**src/rtl/mul_final_add_pkg.sv**
```systemverilog
// Shared widths, op encodings and the stage-1 payload for the multiplier back end.
package mul_final_add_pkg;

  localparam int unsigned W      = 132;
  localparam int unsigned XLEN   = 64;
  localparam int unsigned SPLIT  = 66;
  localparam int unsigned HI_W   = W - SPLIT;
  localparam int unsigned OP_W   = 3;
  localparam int unsigned PROD_W = 128;

  localparam logic [OP_W-1:0] MUL_OP_MUL    = 3'd0;
  localparam logic [OP_W-1:0] MUL_OP_MULH   = 3'd1;
  localparam logic [OP_W-1:0] MUL_OP_MULHSU = 3'd2;
  localparam logic [OP_W-1:0] MUL_OP_MULHU  = 3'd3;
  localparam logic [OP_W-1:0] MUL_OP_MULW   = 3'd4;

  // Stage-1 register contents: resolved low half plus carry, raw upper halves, op.
  typedef struct packed {
    logic [SPLIT-1:0] lo;
    logic             c;
    logic [HI_W-1:0]  hs;
    logic [HI_W-1:0]  hc;
    logic [OP_W-1:0]  op;
  } stage1_t;

endpackage

```
**src/rtl/mul_res_sel.sv**
```systemverilog
// Combinational result selector: picks the XLEN slice of the product for the given op.
module mul_res_sel
  import mul_final_add_pkg::*;
(
  input  logic [OP_W-1:0]   op,
  input  logic [PROD_W-1:0] p,
  output logic [XLEN-1:0]   result_c
);

  // Low word by default, high word for the MULH family, sign-extended low 32 for MULW.
  always_comb begin
    result_c = p[XLEN-1:0];
    case (op)
      MUL_OP_MULH, MUL_OP_MULHSU, MUL_OP_MULHU: result_c = p[2*XLEN-1:XLEN];
      MUL_OP_MULW:                              result_c = {{32{p[31]}}, p[31:0]};
      default:                                  ;
    endcase
  end

endmodule

```
**src/rtl/mul_final_add.sv**
```systemverilog
// Two-stage split carry-propagate adder resolving the Wallace (s, cout) pair,
// with valid/ready handshake, backpressure and flush.
module mul_final_add
  import mul_final_add_pkg::*;
(
  input  logic             clk,
  input  logic             rst,
  input  logic             flush,
  input  logic             in_valid,
  output logic             in_ready,
  input  logic [W-1:0]     s,
  input  logic [W-1:0]     cout,
  input  logic [OP_W-1:0]  op,
  output logic             out_valid,
  input  logic             out_ready,
  output logic [XLEN-1:0]  result
);

  logic              v1;
  logic              v2;
  stage1_t           st1;
  logic              accept;
  logic              advance;
  logic [PROD_W-1:0] p;
  logic [XLEN-1:0]   sel_res;

  assign in_ready  = ~v1 | ~v2 | out_ready;
  assign accept    = in_valid & in_ready;
  assign advance   = v1 & (~v2 | out_ready);
  assign out_valid = v2;

  // Upper half finishes the add with the stage-1 carry; bits above PROD_W are dropped.
  assign p = PROD_W'({st1.hs + st1.hc + HI_W'(st1.c), st1.lo});

  mul_res_sel u_res_sel (
    .op       (st1.op),
    .p        (p),
    .result_c (sel_res)
  );

  // Stage 1 data: resolve the low SPLIT bits, park the upper halves.
  always_ff @(posedge clk or posedge rst) begin
    if (rst) begin
      st1 <= '0;
    end else if (accept) begin
      {st1.c, st1.lo} <= (SPLIT+1)'(s[SPLIT-1:0]) + (SPLIT+1)'(cout[SPLIT-1:0]);
      st1.hs          <= s[W-1:SPLIT];
      st1.hc          <= cout[W-1:SPLIT];
      st1.op          <= op;
    end
  end

  // Stage 2 data: capture the selected result when stage 1 advances.
  always_ff @(posedge clk or posedge rst) begin
    if (rst) begin
      result <= '0;
    end else if (advance) begin
      result <= sel_res;
    end
  end

  // Valid bits: flush wins over accept/advance; an advance refills v2 on handshake.
  always_ff @(posedge clk or posedge rst) begin
    if (rst) begin
      v1 <= 1'b0;
      v2 <= 1'b0;
    end else if (flush) begin
      v1 <= 1'b0;
      v2 <= 1'b0;
    end else begin
      if (accept) begin
        v1 <= 1'b1;
      end else if (advance) begin
        v1 <= 1'b0;
      end
      if (advance) begin
        v2 <= 1'b1;
      end else if (v2 & out_ready) begin
        v2 <= 1'b0;
      end
    end
  end

endmodule
```
**config.mk**
```make
export PLATFORM = sky130hd
export DESIGN_NAME = mul_final_add
export DESIGN_NICKNAME = d
export VERILOG_FILES = /design/src/rtl/mul_final_add_pkg.sv /design/src/rtl/mul_res_sel.sv /design/src/rtl/mul_final_add.sv
export SDC_FILE = /design/constraint.sdc
export NUM_CORES = 1
export LEC_CHECK = 0
export ABC_AREA = 1
export CELL_PAD_IN_SITES_DETAIL_PLACEMENT = 1
export CELL_PAD_IN_SITES_GLOBAL_PLACEMENT = 1
export CORE_UTILIZATION = 35
export DETAILED_ROUTE_END_ITERATION = 8
export GPL_TIMING_DRIVEN = 0
export PLACE_DENSITY_LB_ADDON = 0.1
export SLEW_MARGIN = 10
export SYNTH_ARGS = -nofsm -noshare
export SYNTH_HDL_FRONTEND = slang
export SYNTH_SLANG_ARGS = --single-unit
```
**constraint.sdc**
```tcl
create_clock -name clk -period 7.9 [get_ports clk]
set_input_delay 1.185 -clock clk [delete_from_list [all_inputs] [get_ports clk]]
set_output_delay 1.185 -clock clk [all_outputs]
set_load 0.01 [all_outputs]
```
# Yosys cells after proc, flatten, opt, wreduce, memory -nomap -nowiden
# Cells that the tools add are included.
# W data, S select, Z words.
# word_totals
out_inout_bits	66
reg_bits	260
in_bits	272
wordCells	33
# classes
bitwise	8
n_eq_ne	4
addsub	3
muxes	7
reduce_logical	3
# ops
operator	n
$pmux W64 S2	1
$add A66 B66 Y67	1
$add A62 B1 Y62	1
$add A62 B62 Y62	1
$eq A3 B2 Y1 const B	2
$mux W1	6
$reduce_bool A3 Y1	2
$and A1 B1 Y1	3
$eq A3 B1 Y1 const B	1
$eq A3 B3 Y1 const B	1
$or A1 B1 Y1	3
$reduce_or A3 Y1	1
$not A1 Y1	2

# Longest topological paths before layout
# Gate-level depths: netlist of the first run.
# logic_depth
ltp_word	6
ltp_mapped	17
mapped_depth_nobuf	17

# Hierarchy
# Synthesis of the first run repeated with hierarchy kept, for this count alone.
# unflattened
hier_cells	3211
area_unflattened_um2	20962.6
# by_module_without_submodules
mod	n_inst	seq_area_each_um2	area_per_inst_um2	cells_each
mul_final_add	1	6506.2	19733.9	2924
mul_res_sel	1	0.0	1228.7	287

# Worst setup path before layout of the first run
# No wires, ideal clock.
# synth_path
path_kind	input to register
from	input s[0]
to	register st1, in the netlist p[60]
path_buffers	0
cell_stages	16
arrival_ns	2.728
setup_ns	0.117
required_time_ns	7.783
slack_ns	5.055
path_cell_list	ha_1 fa_1 nand2_1 nand3_1 nand2_2 inv_1 nand2_1 nand2_2 nand2_1 nand2_2 nand2_1 nand2_2 nand2_1 nand3b_1 nand3_1 nand2_1
# synth_via
elab_chain_len	1
# synth_lines
item	line_no	source
from (decl)	mul_final_add.sv:11	input logic [W-1:0] s,
$add A66 B66 Y67	mul_final_add.sv:46	{st1.c, st1.lo} <= (SPLIT+1)'(s[SPLIT-1:0]) + (SPLIT+1)'(cout[SPLIT-1:0]);
to (decl)	mul_final_add.sv:21	stage1_t st1;
# No other way between the ends.
# A chain may end at the register's enable or synchronous reset.

# Final worst setup path of the first run
# layout_path
from	input out_ready
to	output in_ready
# layout_via
elab_chain_len	1
# layout_lines
item	line_no	source
from (decl)	mul_final_add.sv:15	input logic out_ready,
$or A1 B1 Y1	mul_final_add.sv:27	assign in_ready = ~v1 | ~v2 | out_ready;
to (decl)	mul_final_add.sv:10	output logic in_ready,
# No other way between the ends.

==> results of run 1 <==
[power by group through the flow]
stage	clock [mW]	combinational [mW]	sequential [mW]
after detailed placement	0	1.99	1.77
after global placement	0	1.95	1.76
after global routing	1.52	2.22	1.76
after floorplan	0	1.11	1.71
final	1.45	2.00	1.75
after CTS	1.48	2.01	1.75
[logic make-up (layout without fill, tap and decap cells)]
| logic type | Yosys count | count (layout) |
|---|---|---|
| buffers and inverters | 586 | 977 |
| AOI/OAI and AO/OA | 377 | 377 |
| adders and majority gates | 129 | 129 |
| DFF | 260 | 260 |
| xor gates and xnor gates | 53 | 53 |
| and+or+nand+nor | 2016 | 2016 |
[area by class of cell]
class                      count  area (um2)  area share (%)
timing repair buffer         336        3433           12.92
sequential                   260        6506           24.48
inverter                     515        1937           7.287
multi-input combinational   2575       12420           46.74
clock inverter                14       176.4          0.6637
tap                          773       967.2           3.639
buffer                        71       295.3           1.111
clock buffer                  41       842.1           3.168
[state kept, by name (all words and copies together) (netlist names)]
name and cells:
v1 1, st1 128, out_valid 1, result 64, p 66
[layer usage]
metal  vias up  wire (um)
li1      11320          -
met1     10980      38800
met2       372      44520
met3       109       2267
met4         0       2804
met5         -          0
[Yosys cell counts, drive strengths merged, types with 25 or more instances]
cell type / count / area (um2)
nor2: 288 / 1186
nand2: 1488 / 5673
nor3: 28 / 197.7
a31oi: 38 / 237.7
dfrtp: 260 / 6506
xnor2: 28 / 245.2
ha: 126 / 1577
nand3: 165 / 880.9
o21ai: 107 / 543.0
xor2: 25 / 219.0
clkbuf: 47 / 176.4
inv: 511 / 1918
a21oi: 196 / 995.9
[critical path, stage by stage]
cell and delay, ps:
clkdlybuf4s50_1 460, inv_1 40, nand2_1 90, nor2_1 70, inv_1 70, clkdlybuf4s50_1 530
[worst paths after layout]
| check | to | slack, ps | cells after the start |
|---|---|---|---|
| setup / recovery | in_ready | 4270 | 6 |
| hold / removal | st1[73] | 480 | 2 |
| setup reg to reg | result[16] | 4900 | 12 |
| hold reg to reg | st1[73] | 480 | 2 |
| max in group asynchronous | p[60] | 5510 | 6 |
| min in group asynchronous | st1[87] | 1010 | 2 |
==> key figures, run 1 <==
Yosys
  – Mapped Avg Cell Area: 6.184 um2
  – Simple-Gate Fraction of Synth Area: 39.09%
  – Cell count after synthesis: 3,421
  – Ys flop type: dfrtp_1
  – Yosys cell types: 45
  – Yosys warns: 0
  – Largest family of logic cells by synthesized area: simple AND/OR/NAND/NOR gates
  – Synthesized netlist net count: 3,822
  – Post-synthesis async set-or-reset flop share: 100.0%
  – Synth Area in Compound Gates: 9.699%
  – Syn Std Cell Area: 0.02116 mm2
  – Post-synth EDFFs: 0
  – Post-synthesis adder-cell area fraction: 7.736%
  – Seq/Total Area, Yosys: 30.75%
  – Seq cells post-synth: 260
  – Mux contribution to synthesized area: 0%
  – Xor and xnor area share after synthesis: 2.194%

Routing
  – Vias after detailed routing: 22.78k
  – # DRC: 0
  – WL final: 88,390 um
  – Vias/cell: 4.969
  – Post-route ant nets: 0
  – WL/cell: 19.28 um
  – First-pass DRT Iterations: 5
  – DRT iter0 DRCs: 882

Timing
  – Worst-margin pin slew: 1304 ps
  – Clk_skew: 21.72 ps
  – Endpoints failing setup: 0
  – Min Hold Slack: 475.0 ps
  – Max_slew headroom: 13.09%
  – Tmin final: 3626 ps
  – Post-Route Setup TNS: 0 ps
  – Hold Vio Cnt, Final: 0
  – FMAX: 275.8 MHz
  – Count of pins over their slew limit: 0
  – Period utilization: 45.89%
  – Setup ws final: 4274 ps
  – RSZ-0062 raised after global routing: false

Critical path
  – Crit path launch type: input port
  – Worst r2r src: st1[69]
  – CP Class: in2out
  – Worst Path Arrival: 2440 ps
  – Worst Setup End Kind: output pin
  – Worst EP required: 6710 ps
  – Critical path peak fanout: 3
  – Critical Path Start: out_ready

Global route
  – Busiest grt layer: met2
  – Global-route wire length before repair: 135,900 um
  – Met1 global-route usage: 35.75%
  – Vias in the first global route: 23.89k
  – Met2 usage: 52.91%
  – Maximum number of pins on one net before global-route repair: 39
  – Gr usage total: 28.82%
  – Initial antenna violation count: 0
  – Met3 Usage GRT: 1.784%
  – GRT overflow: 0

Finish
  – Area grow syn2layout: 25.63%
  – Final Util: 44.78%
  – Fill count: 7,917
  – Fin cells: 4,585
  – Commonest non-fill, non-tap cell in the layout: nand2_1
  – Ant. Diodes: 0
  – Commonest cells after routing, fill and taps aside: nand2_1, inv_1, clkdlybuf4s50_1
  – Share of layout cells above drive strength 1: 5.115%
  – Cell area after layout: 0.02658 mm2
  – Net count, final: 4,190

Worst hold path
  – Worst Hold Launch: st1[73]
  – Min-delay worst type: reg2reg

Pwr
  – PD cells: 195.6 mW/mm2
  – VDD IR max: 0.0001767 V
  – Clock power frac: 27.9%
  – P_leak: 14.10 nW
  – Internal Power: 3.155 mW
  – Switching Share: 39.30%
  – Register share of total power: 33.6%
  – Net load switching power: 2.043 mW
  – Total power: 5.198 mW
  – Combinational share of power: 38.5%

Clock network
  – Hold-fix buffers, CTS: 0
  – Worst-Skew Late Latency: 600 ps
  – Post-CTS setup buffer count: 0
  – PostCTS Resize Cnt: 0
  – H-tree Lvls: 1
  – Clk slew on worst S/H paths: 60 ps
  – CTS sink count: 260
  – Clock buffer depth: 3
  – Clk root buf: clkbuf_16
  – CTS Buf Count: 30
  – CTS tree: done

Die
  – IO Count: 338
  – CORE AREA: 0.05935 mm2
  – Starting Density: 35.65%
  – Chip height: 247.9 um
  – FP Rows: 89
  – Die W: 247.9 um
  – Total Die Area: 0.06143 mm2

Place
  – Area after DPL: 0.02556 mm2
  – I/O Buffers: 329
  – Pre-CTS setup slack: 3928 ps
  – # placed instances: 4,530
  – DP Wirelength: 75,780 um
  – Final RePlAce weighted congestion: 0.9077

Run
  – Max-capacitance violation count: 0

Status
  – Status: finished, final reports clean
Note: power is estimated with default switching activity, not from simulation.
==> run 2: changes to the inputs <==
--- a/config.mk
+++ b/config.mk
@@ -8,7 +8,7 @@
 export ABC_AREA = 1
 export CELL_PAD_IN_SITES_DETAIL_PLACEMENT = 1
 export CELL_PAD_IN_SITES_GLOBAL_PLACEMENT = 1
-export CORE_UTILIZATION = 35
+export CORE_UTILIZATION = 38
 export DETAILED_ROUTE_END_ITERATION = 8
 export GPL_TIMING_DRIVEN = 0
 export PLACE_DENSITY_LB_ADDON = 0.1
==> constraint.sdc (replaced) <==
create_clock -name clk -period 3.4 [get_ports clk]
set_input_delay 0.51 -clock clk [delete_from_list [all_inputs] [get_ports clk]]
set_output_delay 0.51 -clock clk [all_outputs]
set_load 0.01 [all_outputs]
==> run 2 against run 1 <==
  * Final cell count down 0.65%
  * Sequential power up 130%
  * Register-to-register slack worse by 4500 ps
  * Sequential cell count unchanged
  * Wire length down 1.0%
  * Design area down 0.54%
  * Critical path depth up 6
  * Worst hold slack worse by 110 ps
  * Critical path type is now reg2reg
  * Highest routed layer unchanged
==> key figures, run 2 (same netlist as run 1, synthesis figures left out) <==
Pwr
  – PD cells: 445.1 mW/mm2
  – VDD IR max: 0.0003679 V
  – P_leak: 14.05 nW

Timing
  – Tmin final: 2996 ps
  – Clk_skew: 30.25 ps
  – Max_slew headroom: 26.52%
  – Post-Route Setup TNS: 0 ps
  – FMAX: 333.8 MHz
  – Period utilization: 88.10%
  – Hold Vio Cnt, Final: 0
  – Min Hold Slack: 361.6 ps
  – Count of pins over their slew limit: 0
  – RSZ-0062 raised after global routing: false
  – Endpoints failing setup: 0
  – Worst-margin pin slew: 1102 ps

Clock network
  – Clk slew on worst S/H paths: 60 ps
  – CTS Buf Count: 29
  – Clk root buf: clkbuf_16
  – Hold-fix buffers, CTS: 0
  – CTS tree: done
  – Worst-Skew Late Latency: 600 ps
  – PostCTS Resize Cnt: 0
  – H-tree Lvls: 1
  – Clock buffer depth: 3
  – Post-CTS setup buffer count: 0
  – CTS sink count: 260

Critical path
  – End point of the critical path: result[16]
  – Critical Path Start: st1[69]
  – Critical path peak fanout: 5
  – Reg2Reg Depth: 12
  – CP Class: reg2reg
  – Crit path launch type: flip-flop
  – Worst Setup End Kind: flip-flop
  – Worst EP required: 3870 ps
  – Reg-to-reg endpoint: result[16]
  – Worst r2r src: st1[69]
  – Reg2reg setup slack: 400 ps
  – Worst Path Arrival: 3460 ps

Finish
  – Largest Register: st1
  – Ant. Diodes: 0
  – Net count, final: 4,189
  – Commonest cells after routing, fill and taps aside: nand2_1, inv_1, clkdlybuf4s50_1
  – Max reg flops: 128
  – Area grow syn2layout: 24.96%
  – Cell area after layout: 0.02644 mm2
  – Fill count: 7,451
  – Share of layout cells above drive strength 1: 4.991%
  – Final Util: 47.99%
  – Commonest non-fill, non-tap cell in the layout: nand2_1

Die
  – Die W: 238.0 um
  – Starting Density: 38.40%
  – Total Die Area: 0.05662 mm2
  – Chip height: 238.0 um
  – CORE AREA: 0.05509 mm2
  – FP Rows: 86
  – IO Count: 338

Routing
  – Vias/cell: 5.043
  – Vias after detailed routing: 22.97k
  – # DRC: 0
  – Post-route ant nets: 0
  – DRT iter0 DRCs: 1,012
  – WL/cell: 19.21 um
  – First-pass DRT Iterations: 5
  – WL final: 87,510 um

Global route
  – Global-route wire length before repair: 134,800 um
  – Initial antenna violation count: 0
  – Maximum number of pins on one net before global-route repair: 40
  – Vias in the first global route: 24.32k
  – GRT overflow: 0
  – Gr usage total: 30.71%

Place
  – Area after DPL: 0.02553 mm2
  – DP Wirelength: 74,500 um
  – I/O Buffers: 329
  – Final RePlAce weighted congestion: 0.9256

Run
  – Max-capacitance violation count: 0

Worst hold path
  – Min-delay worst type: in2async

Status
  – Status: finished, final reports clean
-- run 2: cell count changes in the layout (fill, tap and decap cells not counted), sizes merged --
cell / before / now
clkbuf: 88 / 86
inv: 512 / 511
bufinv: 3 / 1
-- run 2: worst max-delay path, stage by stage (launching register included) --
cell and delay [ps]:
dfrtp_1 480, fa_1 540, fa_1 490, nand3_1 140
nand3_2 140, nand2_1 100, nand2_1 120, nand2_1 110
nand2_1 110, xnor2_1 300, a21oi_1 140, o21ai_0 140
nand2_1 80
-- run 2: how the worst min path moves through the flow --
stage | start | endpoint | slack (ps) | cells after the start
6_report | rst | st1[85] | 360 | 2
5_1_grt | rst | st1[85] | 400 | 2
4_1_cts | rst | st1[85] | 340 | 2
3_5_place_dp | result[16] | result[16] | 470 | 2
3_3_place_gp | st1[108] | st1[108] | 460 | 2
2_1_floorplan | p[0] | p[0] | 440 | 2
-- run 2: per-layer routing --
metal | part of all wire (%) | global-route usage, % | vias up
met5 | 0 | 0 | -
met3 | 2.9 | 1.909 | 118
met4 | 3.4 | 10.19 | 0
met1 | 43 | 37.46 | 11110
li1 | - | - | 11330
met2 | 51 | 57.03 | 414
-- run 2: power by group --
part	switching (mW)	internal [mW]	leakage [nW]
Combinational	2.87	1.77	10.5
Clock	1.34	1.73	0.445
Sequential	0.458	3.60	3.13
-- run 2: cell type report --
class	instances	area (um2)	share of cell area, %
plain buffers	71	295.3	1.117
flip-flops and latches	260	6506	24.61
multi-input cells	2575	12420	46.99
inverters	515	1937	7.326
repair buffers	336	3433	12.99
well taps	748	935.9	3.540
clock inverters	11	103.9	0.3928
clock buffers	39	803.3	3.038
-- run 2: stage by stage --
stage / power (mW) / worst slack, ps / std cells
after floorplan: 6.545 / -537.6 / 3421
after detailed placement: 8.707 / 58.45 / 4505
after CTS: 11.83 / 419.9 / 4555
final: 11.77 / 404.5 / 4555
after global routing: 12.43 / 290.1 / 4555
after global placement: 8.570 / -2350 / 4498
